[src/rtl/str_dispatch.sv]
// str_dispatch: upstream feeder of the PE router in the parallel string matcher.
// Packs a valid/ready character stream into blocks of `num` characters.
// Each block is presented to the PEs for pat_len compare cycles (ISSUE).
// The per-PE result is sampled one cycle later and reported with the block's text position.
// Optional feature: define MATCH_CNT_EN to add a saturating match counter port (match_cnt).
module str_dispatch #(
  parameter int DWIDTH  = 8,
  parameter int num     = 4,
  parameter int PAT_MAX = 16,
  parameter int PWIDTH  = 16,
  parameter int LWIDTH  = $clog2(PAT_MAX + 1)
) (
  input  logic                  clk,
  input  logic                  reset,
  input  logic                  start,
  input  logic [LWIDTH-1:0]     pat_len,
  input  logic                  in_valid,
  input  logic [DWIDTH-1:0]     in_data,
  input  logic                  in_last,
  output logic                  in_ready,
  output logic [num*DWIDTH-1:0] str_arr,
  output logic [num-1:0]        ALU,
  output logic [num-1:0]        en,
  input  logic [num-1:0]        result,
  output logic                  match_valid,
  output logic [num-1:0]        match_vec,
  output logic [PWIDTH-1:0]     match_pos,
  output logic                  busy,
`ifdef MATCH_CNT_EN
  output logic [PWIDTH-1:0]     match_cnt,
`endif
  output logic                  done
);

  // Slot index width; a single-PE build still needs a one-bit counter.
  localparam int SWIDTH = (num > 1) ? $clog2(num) : 1;

  localparam logic [SWIDTH-1:0] SLOT_LAST = SWIDTH'(num - 1);
  localparam logic [LWIDTH-1:0] PAT_MAX_L = LWIDTH'(PAT_MAX);

  // Pass sequencing states.
  localparam logic [2:0] S_IDLE   = 3'd0;
  localparam logic [2:0] S_FILL   = 3'd1;
  localparam logic [2:0] S_ISSUE  = 3'd2;
  localparam logic [2:0] S_WAIT   = 3'd3;
  localparam logic [2:0] S_REPORT = 3'd4;
  localparam logic [2:0] S_DONE   = 3'd5;

  logic [2:0]        state_reg;
  logic [2:0]        state_next;
  logic [LWIDTH-1:0] len_reg;
  logic [LWIDTH-1:0] len_clamp;
  logic [LWIDTH-1:0] step_reg;
  logic [LWIDTH-1:0] step_last;
  logic [SWIDTH-1:0] slot_reg;
  logic              last_reg;
  logic [PWIDTH-1:0] base_reg;
  logic [num-1:0]    res_reg;

  // Per-slot storage of the block currently being built or issued.
  logic [DWIDTH-1:0] data_reg [num];
  logic              valid_reg [num];
  logic [num-1:0]    valid_vec;
  logic [num-1:0]    slot_hit;

  logic xfer;
  logic block_open;
  logic block_close;
  logic clear_valid;
  logic start_pass;

  // Handshake and per-cycle event decode.
  assign in_ready    = (state_reg == S_FILL);
  assign xfer        = in_valid & in_ready;
  assign block_open  = xfer && (slot_reg == '0);
  assign block_close = xfer && ((slot_reg == SLOT_LAST) || in_last);
  assign start_pass  = (state_reg == S_IDLE) && start;
  assign clear_valid = (state_reg == S_REPORT) || start_pass;
  assign step_last   = len_reg - LWIDTH'(1);

  // Clamp the requested pattern length to what the PE array supports.
  always_comb begin
    len_clamp = pat_len;
    if (pat_len > PAT_MAX_L) begin
      len_clamp = PAT_MAX_L;
    end
  end

  // Next-state decode for the pass sequencer.
  always_comb begin
    state_next = state_reg;
    case (state_reg)
      S_IDLE: begin
        if (start) begin
          state_next = (len_clamp == '0) ? S_DONE : S_FILL;
        end
      end
      S_FILL: begin
        if (block_close) begin
          state_next = S_ISSUE;
        end
      end
      S_ISSUE: begin
        if (step_reg == step_last) begin
          state_next = S_WAIT;
        end
      end
      S_WAIT:   state_next = S_REPORT;
      S_REPORT: state_next = last_reg ? S_DONE : S_FILL;
      S_DONE:   state_next = S_IDLE;
      default:  state_next = S_IDLE;
    endcase
  end

  // Sequencer state plus the pass-level counters (length, slot, step, block base).
  always_ff @(posedge clk) begin
    if (reset) begin
      state_reg <= S_IDLE;
      len_reg   <= '0;
      step_reg  <= '0;
      slot_reg  <= '0;
      last_reg  <= 1'b0;
      base_reg  <= '0;
      res_reg   <= '0;
    end else begin
      state_reg <= state_next;
      case (state_reg)
        S_IDLE: begin
          if (start) begin
            len_reg  <= len_clamp;
            step_reg <= '0;
            slot_reg <= '0;
            last_reg <= 1'b0;
            base_reg <= '0;
          end
        end
        S_FILL: begin
          if (xfer) begin
            if (block_close) begin
              slot_reg <= '0;
              last_reg <= in_last;
            end else begin
              slot_reg <= slot_reg + SWIDTH'(1);
            end
          end
        end
        S_ISSUE: begin
          step_reg <= (step_reg == step_last) ? '0 : step_reg + LWIDTH'(1);
        end
        S_WAIT: begin
          // Empty slots never report, whatever the router drives for them.
          res_reg <= result & valid_vec;
        end
        S_REPORT: begin
          base_reg <= base_reg + PWIDTH'(num);
        end
        default: ;
      endcase
    end
  end

  genvar gi;
  generate
    for (gi = 0; gi < num; gi++) begin : g_slot
      assign slot_hit[gi] = xfer && (slot_reg == SWIDTH'(gi));

      // Slot gi: capture its char; the first write of a new block blanks the other slots.
      always_ff @(posedge clk) begin
        if (reset) begin
          data_reg[gi]  <= '0;
          valid_reg[gi] <= 1'b0;
        end else begin
          if (slot_hit[gi]) begin
            data_reg[gi] <= in_data;
          end else if (block_open) begin
            data_reg[gi] <= '0;
          end
          if (slot_hit[gi]) begin
            valid_reg[gi] <= 1'b1;
          end else if (clear_valid) begin
            valid_reg[gi] <= 1'b0;
          end
        end
      end

      assign valid_vec[gi]                 = valid_reg[gi];
      assign str_arr[gi*DWIDTH +: DWIDTH]  = data_reg[gi];
    end
  endgenerate

  // PE control is only live during ISSUE; ALU restarts the accumulators on the first step.
  assign en  = (state_reg == S_ISSUE) ? valid_vec : '0;
  assign ALU = ((state_reg == S_ISSUE) && (step_reg == '0)) ? valid_vec : '0;

  // Report and status outputs; the report fields read zero outside the strobe.
  assign match_valid = (state_reg == S_REPORT);
  assign match_vec   = match_valid ? res_reg : '0;
  assign match_pos   = match_valid ? base_reg : '0;
  assign busy        = (state_reg != S_IDLE);
  assign done        = (state_reg == S_DONE);

`ifdef MATCH_CNT_EN
  localparam int CWIDTH = $clog2(num + 1);

  logic [CWIDTH-1:0] pop_cnt;
  logic [PWIDTH:0]   cnt_sum;
  logic [PWIDTH-1:0] cnt_reg;

  // Number of matching PEs in the block being reported.
  always_comb begin
    pop_cnt = '0;
    for (int k = 0; k < num; k++) begin
      pop_cnt = pop_cnt + CWIDTH'(res_reg[k]);
    end
  end

  assign cnt_sum = {1'b0, cnt_reg} + (PWIDTH + 1)'(pop_cnt);

  // Pass-wide match total, saturating at all-ones and held after the pass ends.
  always_ff @(posedge clk) begin
    if (reset) begin
      cnt_reg <= '0;
    end else if (start_pass) begin
      cnt_reg <= '0;
    end else if (state_reg == S_REPORT) begin
      cnt_reg <= cnt_sum[PWIDTH] ? '1 : cnt_sum[PWIDTH-1:0];
    end
  end

  assign match_cnt = cnt_reg;
`endif

endmodule

[config.mk]
export PLATFORM = sky130hd
export DESIGN_NAME = str_dispatch
export DESIGN_NICKNAME = d
export VERILOG_FILES = /design/src/rtl/str_dispatch.sv
export SDC_FILE = /design/constraint.sdc
export NUM_CORES = 1
export LEC_CHECK = 0
export ABC_AREA = 1
export CELL_PAD_IN_SITES_DETAIL_PLACEMENT = 0
export CELL_PAD_IN_SITES_GLOBAL_PLACEMENT = 2
export CORE_UTILIZATION = 30
export CTS_CLUSTER_DIAMETER = 40
export CTS_CLUSTER_SIZE = 20
export DETAILED_ROUTE_END_ITERATION = 8
export GPL_TIMING_DRIVEN = 0
export PLACE_DENSITY = 0.83
export SYNTH_ARGS = -nofsm -noshare
export SYNTH_HDL_FRONTEND = slang
export SYNTH_SLANG_ARGS = --single-unit
[constraint.sdc]
create_clock -name clk -period 4.5 [get_ports clk]
set_input_delay 0.9 -clock clk [delete_from_list [all_inputs] [get_ports clk]]
set_output_delay 0.9 -clock clk [all_outputs]
set_load 0.005 [all_outputs]
# Word-level counts from Yosys, hierarchy flattened
# Memories as Yosys holds them, arrays and structs flattened.
# Index checks and enable logic that the tools add are counted.
word_totals:
  ff_bits: 36
  ram_bits: 36
  in_bits: 22
  out_inout_bits: 64
  word_cells: 142
  mem_count: 2
mem_list:
  columns: ["name", "words", "width", "read_ports", "rd_ports_with_merged_regs", "wr", "line", "text"]
  rows:
  - ["data_reg", 4, 8, 4, 0, 4, "61", "logic [DWIDTH-1:0] data_reg [num];"]
  - ["valid_reg", 4, 1, 4, 0, 4, "62", "logic valid_reg [num];"]
op_classes:
  n_addsub: 4
  magnitude_cmp: 1
  eq_ne: 13
  n_mux: 75
  n_bitwise: 17
  reduce_logical: 23
ops:
  columns: ["cell", "count"]
  rows:
  - ["$mux W8", 7]
  - ["$mux W1", 47]
  - ["$mux W16", 2]
  - ["$pmux W16 S2", 1]
  - ["$add A16 B3 Y16 const B", 1]
  - ["$mux W3", 5]
  - ["$mux W5", 3]
  - ["$or A1 B1 Y1", 15]
  - ["$pmux W3 S5", 1]
  - ["$mux W4", 3]
  - ["$logic_not A5 Y1", 2]
  - ["$pmux W5 S2", 1]
  - ["$logic_and A1 B1 Y1", 7]
  - ["$eq A3 B2 Y1 const B", 2]
  - ["$eq A3 B3 Y1 const B", 2]
  - ["$mux W2", 3]
  - ["$reduce_and A2 Y1", 3]
  - ["$reduce_and A3 Y1", 2]
  - ["$reduce_bool A2 Y1", 3]
  - ["$add A5 B1 Y5 const B", 1]
  - ["$eq A5 B5 Y1", 1]
  - ["$gt A5 B5 Y1 const B", 1]
  - ["$sub A5 B1 Y5 const B", 1]
  - ["$and A4 B4 Y4", 1]
  - ["14 further kinds", 18]

# Logic depth before layout (Yosys ltp)
# Gate-level depths: netlist of run 1.
logic_depth:
  ltp_word: 8
  ltp_mapped: 13
  ltp_nobuf: 13

# Worst setup path before layout of run 1
# No wires, ideal clock.
synth_path:
  path_type: "input to register"
  startpoint: "in reset"
  endpoint: "mem data_reg[1][0] (enable)"
  setup_ns: 0.329
  t_arrival_ns: 1.714
  t_required_ns: 4.171
  path_slack_ns: 2.457
  stages: 5
  n_path_buf: 1
  cell_sequence: "buf_2 > inv_1 > nand2_1 > inv_1 > nand2_1"
synth_rtl:
  columns: ["element", "line", "text"]
  rows:
  - ["from (decl)", "14", "input logic reset,"]
  - ["to (decl)", "61", null]

# Worst setup path after layout of run 1
layout_path:
  startpoint: "reg state_reg[1]"
  endpoint: "out ALU[1]"
layout_between:
  elab_chain_cells: 3
layout_lines:
  columns: ["element", "line", "text"]
  rows:
  - ["from (decl)", "49", "logic [2:0] state_reg;"]
  - ["from (signal assigned)", "126", "state_reg <= state_next;"]
  - ["$eq A3 B2 Y1", "193", "assign ALU = ((state_reg == S_ISSUE) && (step_reg == '0)) ? valid_vec : '0;"]
  - ["$logic_and A1 B1 Y1", "193", null]
  - ["$mux W4", "193", null]
  - ["to (decl)", "22", "output logic [num-1:0] ALU,"]
# No other way between the ends.

==> reports/qor.yml, run 1 <==
avgSynthCellArea_sq_um: 8.17
intPower_uw: 1310
yosysSeqAreaShare_pct: 51.8
wl_met2_mm: 4.10
dp_hpwl_mm: 6.78
p_per_area_mw_per_mm2: 386
crit_start: "state_reg[1]"
postSynth.asyncResetShare_pct: 0
wire_per_inst_microns: 13.8
r2r_end: "data_reg[1][5]"
yosysUniqueCellTypes: 38
ios: 86
instances_no_fill: 654
clkLatencyLatePin_ns: 0.33
numPlacedInstances: 639
wl_met3_microns: 380
grt_antenna_before_repair: 0
wl_met1_mm: 4.35
cts_max_level: 3
irDropWorstVdd_uv: 192
start_kind: "register"
fin_nets: 540
grt_usage_pct: 16.2
largest_reg_flops: 32
core_sq_mm: 0.0109
cts_tree: "built"
rsz0062_at_grt: "no"
yosysTopAreaCell: "edfxtp_1"
ant_nets: 0
timing.rr.start: "state_reg[0]"
synth_area_leaders: "edfxtp_1, dfxtp_1, nor2_1, nand2_1, inv_1"
p_seq_share_pct: 42.1
yosysMostFrequentCell: "nor2_1"
p_switching_uw: 503
overflow: 0
rr_worst_depth: 8
grt_pass1_vias: 2823
placementRows: 38
p_clk_share_pct: 38.3
worstSetupEndpointType: "output pin"
worstHoldPathCells: 2
dieArea_sq_mm: 0.0118
min_path_type: "reg -> reg"
fmax_ghz: 0.321
start_util_pct: 31.1
finalMaxSlewViolations: 0
crit_type: "reg -> out"
fp.dieH_microns: 108
skew_ns: 0.00367
critPathMaxFanout: 7
drv_cap: 0
cts_num_sinks: 70
numCtsBuffers: 9
drt-pass1-iter-count: 4
viasPerCell: 4.59
cp.arrival_ns: 2.22
hp-start: "res_reg[0]"
top_layer_used: "met4"
drc_errors: 0
worstMarginPinSlew_ns: 0.665
clk_pin_slew_ns: 0.06
hold_violations: 0
die_w_microns: 108
setup_violations: 0
diodes: 0
synth_edf_count: 36
synth-seq-cells: 70
gp_congestion: 0.812
root_buffer: "clkbuf_16"
via_count: 3002
ctsResizeCount: 0
syn_inst: 416
swShare_pct: 27.8
leakage_uw: 0.00177
fin_setup_tns_ns: 0
first_iter_violations: 160
power_frac_comb_pct: 19.5
period_minus_slack_ns: 3.12
period_share_pct: 69.3
reg2reg_slack_ns: 2.35
drive_gt1_share_pct: 10.1
syn_area_sq_mm: 0.00340
grt_pass1_wl_mm: 14.3
required_ns: 3.60
yosys-top-cells-count: "nor2_1, nand2_1, inv_1"
grt_start_max_net_pins: 13
relSlewSlack_pct: 55.7
ys.warnings.count: 0
routed_wl_mm: 9.06
hold_buffers: 0
cts_setup_buffers: 0
hold-path-endpoint: "res_reg[0]"
synthToLayoutAreaGrowth_pct: 37.9
netlist.area_leader.share_pct: 31.8
outcome: "completed"
fillers: 1109
synth_flop_cell: "edfxtp_1"
io_buffer_count: 82
cts_buffer_depth: 2
## per-stage QoR
step / instance area, sq um / util (%) / setup slack (ns) / hold slack, ns / total power [uW]
detailed placement: 4400 / 40.2 / 1.60 / 0.452 / 1130
global route: 4690 / 42.9 / 1.20 / 0.496 / 1900
finish: 4690 / 42.9 / 1.38 / 0.456 / 1810
floorplan: 3400 / - / 2.46 / 0.437 / 962
CTS: 4690 / 42.9 / 1.34 / 0.463 / 1830
global placement: 4400 / 40.2 / 1.65 / 0.449 / 1130
## cell usage in the layout (no fill, tap or decap), types with 2 or more instances in the layout
cell             instances
nor2_1                  90
clkdlybuf4s50_1         82
nand2_1                 68
inv_1                   55
edfxtp_1                36
dfxtp_1                 34
a21oi_1                 22
nand3_1                 20
inv_2                    9
clkbuf_16                9
nand2_2                  8
a211oi_1                 8
ha_1                     8
nor2_2                   7
nor3_1                   6
o21ai_0                  6
buf_4                    4
buf_2                    3
nand4_1                  3
clkbuf_1                 3
o21ai_1                  3
a22oi_1                  2
clkinv_1                 2
xor2_1                   2
o22ai_1                  2
a221oi_1                 2
conb_1                   2
clkinv_4                 2
## how the worst max path moves through the flow
stage                           endpoint  slack [ns]  cells past startpoint
after global placement    data_reg[1][7]        1.65                      7
after global routing              ALU[2]        1.20                      6
final                             ALU[1]        1.38                      5
after CTS                   match_vec[2]        1.34                      6
after floorplan           data_reg[1][0]        2.46                      5
after detailed placement  data_reg[1][6]        1.60                      7
## power by group through the flow
stage | clock [uW] | combinational, uW | sequential [uW]
after global placement | 0 | 352 | 775
after detailed placement | 0 | 355 | 776
final | 693 | 353 | 762
after global routing | 735 | 392 | 769
after CTS | 708 | 357 | 763
after floorplan | 0 | 188 | 774
## cell families (layout without fill, tap and decap cells)
kind of cell	after synthesis	in the layout	share of synthesized area, %
xor gates and xnor gates	3	3	0.773
AOI/OAI and AO/OA	49	49	8.65
DFF	70	70	51.8
and+or+nand+nor	209	209	26.7
adders and majority gates	8	8	2.95
buffers and inverters	76	173	9.02
other	1	2	0.110
## routing by layer
layer	up-vias	global-route usage (%)
met2	68	24.4
met5	-	0
met4	0	8.20
met1	1386	22.2
met3	15	3.01
li1	1533	-
## worst max-delay path, cell delays in order, from the launching register on
cell	delay, ns
dfxtp_1	0.47
nand3_1	0.36
inv_2	0.20
nand4_1	0.18
nor2_1	0.16
clkdlybuf4s50_1	0.52
## area by class of cell
class | instances | area, sq um | area share [%]
Buffer | 10 | 56.3 | 1.20
Clock buffer | 9 | 225 | 4.81
Clock inverter | 6 | 63.8 | 1.36
Inverter | 66 | 250 | 5.34
Multi-Input combinational cell | 271 | 1330 | 28.5
Sequential cell | 70 | 1760 | 37.6
Tap cell | 140 | 175 | 3.74
Timing Repair Buffer | 82 | 821 | 17.5
Note: power is estimated with default switching activity, not from simulation.
==> run 2, diff against run 1 <==
--- a/config.mk
+++ b/config.mk
@@ -8,12 +8,12 @@
 export ABC_AREA = 1
 export CELL_PAD_IN_SITES_DETAIL_PLACEMENT = 0
 export CELL_PAD_IN_SITES_GLOBAL_PLACEMENT = 2
-export CORE_UTILIZATION = 30
+export CORE_UTILIZATION = 25
 export CTS_CLUSTER_DIAMETER = 40
 export CTS_CLUSTER_SIZE = 20
 export DETAILED_ROUTE_END_ITERATION = 8
 export GPL_TIMING_DRIVEN = 0
-export PLACE_DENSITY = 0.83
+export PLACE_DENSITY = 0.74
 export SYNTH_ARGS = -nofsm -noshare
 export SYNTH_HDL_FRONTEND = slang
 export SYNTH_SLANG_ARGS = --single-unit
==> constraint.sdc (replaced) <==
create_clock -name clk -period 2.8 [get_ports clk]
set_input_delay 0.56 -clock clk [delete_from_list [all_inputs] [get_ports clk]]
set_output_delay 0.56 -clock clk [all_outputs]
set_load 0.005 [all_outputs]
==> run 2 against run 1 <==
Global-route usage down 2.3 points. Combinational power grew 60%. Critical path depth is 1 higher. First-iteration DRC count shrank 50%. Clock skew increased by 0.0024 ns. Worst setup slack got worse by 1.2 ns. Die area grew 20%. Sequential share of layout area shrank 0.57 points. Flip-flop and latch count unchanged. Clock power grew 72%. Utilization decreased by 6.9 points. Critical endpoint is now match_vec[2]. Largest power group unchanged. Highest routed layer unchanged.
==> reports/qor.yml, run 2 (synthesis results as in run 1) <==
outcome: "completed"
path_cells: "nor2_2 > nand2_2 > buf_4 > buf_4 > nor2_1 > clkdlybuf4s50_1"
final_area_sq_mm: 0.00476
period_share_pct: 94.3
drc_errors: 0
grt_antenna_before_repair: 0
setup_violations: 0
cp.arrival_ns: 2.08
relSlewSlack_pct: 56.9
cp_slowest_cell: "clkdlybuf4s50_1"
cts_max_level: 3
rsz0062_at_grt: "no"
numCtsBuffers: 9
finalPower_uw: 2970
finalMaxSlewViolations: 0
reg2reg_slack_ns: 0.64
worstMarginPinSlew_ns: 0.647
start_kind: "register"
timing.rr.start: "state_reg[0]"
drive_gt1_share_pct: 10.1
cts_buffer_depth: 2
clk_pin_slew_ns: 0.05
crit_start: "state_reg[1]"
fp.dieH_microns: 119
die_w_microns: 119
viasPerCell: 4.25
rr_worst_depth: 8
dp_hpwl_mm: 7.09
dieArea_sq_mm: 0.0141
diodes: 0
core_sq_mm: 0.0132
min_path_type: "reg -> reg"
grt_start_max_net_pins: 12
largest_reg_flops: 32
crit_path_max_incr_delay_ns: 0.54
leakage_uw: 0.00179
skew_ns: 0.00602
p_per_area_mw_per_mm2: 625
path_buf_inv: 3
fmax_ghz: 0.379
clkLatencyLatePin_ns: 0.33
hold_violations: 0
routed_wl_mm: 9.26
gp_congestion: 0.779
critPathCapture: "match_vec[2]"
irDropWorstVdd_uv: 220
grt_usage_pct: 13.9
cp_common_cell: "buf_4"
placed_area_sq_mm: 0.00444
root_buffer: "clkbuf_16"
synthToLayoutAreaGrowth_pct: 40.1
grt_pass1_wl_mm: 14.8
crit_type: "reg -> out"
placementRows: 42
period_minus_slack_ns: 2.64
worstSetupPathDepth: 6
worstSetupEndpointType: "output pin"
required_ns: 2.24
overflow: 0
critPathMaxFanout: 10
final_cell_mix: "nor2_1, clkdlybuf4s50_1, nand2_1, inv_1, edfxtp_1"
via_count: 2938
r2r_end: "data_reg[1][7]"
holdWs_ns: 0.459
layout_commonest_cell: "nor2_1"
first_iter_violations: 80
grt_pass1_vias: 2846
fin_util_pct: 35.9
fin_nets: 540
ant_nets: 0
fin_setup_tns_ns: 0
ios: 86
io_buffer_count: 82
cts_tree: "built"
drv_cap: 0
drt-pass1-iter-count: 4
start_util_pct: 25.7
wire_per_inst_microns: 13.4
cts_num_sinks: 70
crit_family: "buffers and inverters"
-- run 2: worst min path at each step --
| stage | startpoint | end | slack, ns | cells past startpoint |
|---|---|---|---|---|
| global route | base_reg[5] | base_reg[5] | 0.49 | 2 |
| finish | res_reg[0] | res_reg[0] | 0.46 | 2 |
| floorplan | res_reg[0] | res_reg[0] | 0.44 | 2 |
| global placement | res_reg[0] | res_reg[0] | 0.45 | 2 |
| detailed placement | res_reg[0] | res_reg[0] | 0.45 | 2 |
| CTS | res_reg[0] | res_reg[0] | 0.46 | 2 |
-- run 2: worst min-delay path, delay by kind of cell (launching register included) --
kind / cells / cell delay [ns]
compound gates: 1 / 0.06
flops: 1 / 0.29
buf+inv: 1 / 0.06
-- run 2: metal layers --
layer  global-route usage [%]  share of wire, %
met5                        0                 0
met4                     6.33               2.0
met3                     2.99               3.3
met2                     21.8                47
met1                     18.3                48
-- run 2: cell type report --
type | count | area (sq um)
multi-input cells | 271 | 1340
fillers | 1406 | 8480
clock buffers | 11 | 233
flip-flops and latches | 70 | 1760
clock inverters | 5 | 73.8
plain buffers | 10 | 61.3
well taps | 176 | 220
repair buffers | 82 | 821
inverters | 66 | 250
-- run 2: what timing repair did --
item                                    CTS  global route
hold buffers                              0             0
buffers inserted                          0             0
gates cloned                              0             0
resized for setup                         1             3
endpoints found under the setup margin    1             5
hold endpoints to repair                  0             0
-- run 2: report_power, final --
| group | switching [uW] | total [uW] | internal (uW) | leakage (uW) |
|---|---|---|---|---|
| Clock | 411 | 1190 | 774 | 0.000151 |
| Combinational | 326 | 565 | 239 | 0.000983 |
| Sequential | 47.1 | 1230 | 1180 | 0.000654 |
-- run 2: through the flow --
step                      worst slack [ns]  std cells
after CTS                          0.00608        691
final                                0.158        691
after detailed placement             0.241        675
after global placement               0.254        675
after global routing                0.0263        691
after floorplan                       1.04        417
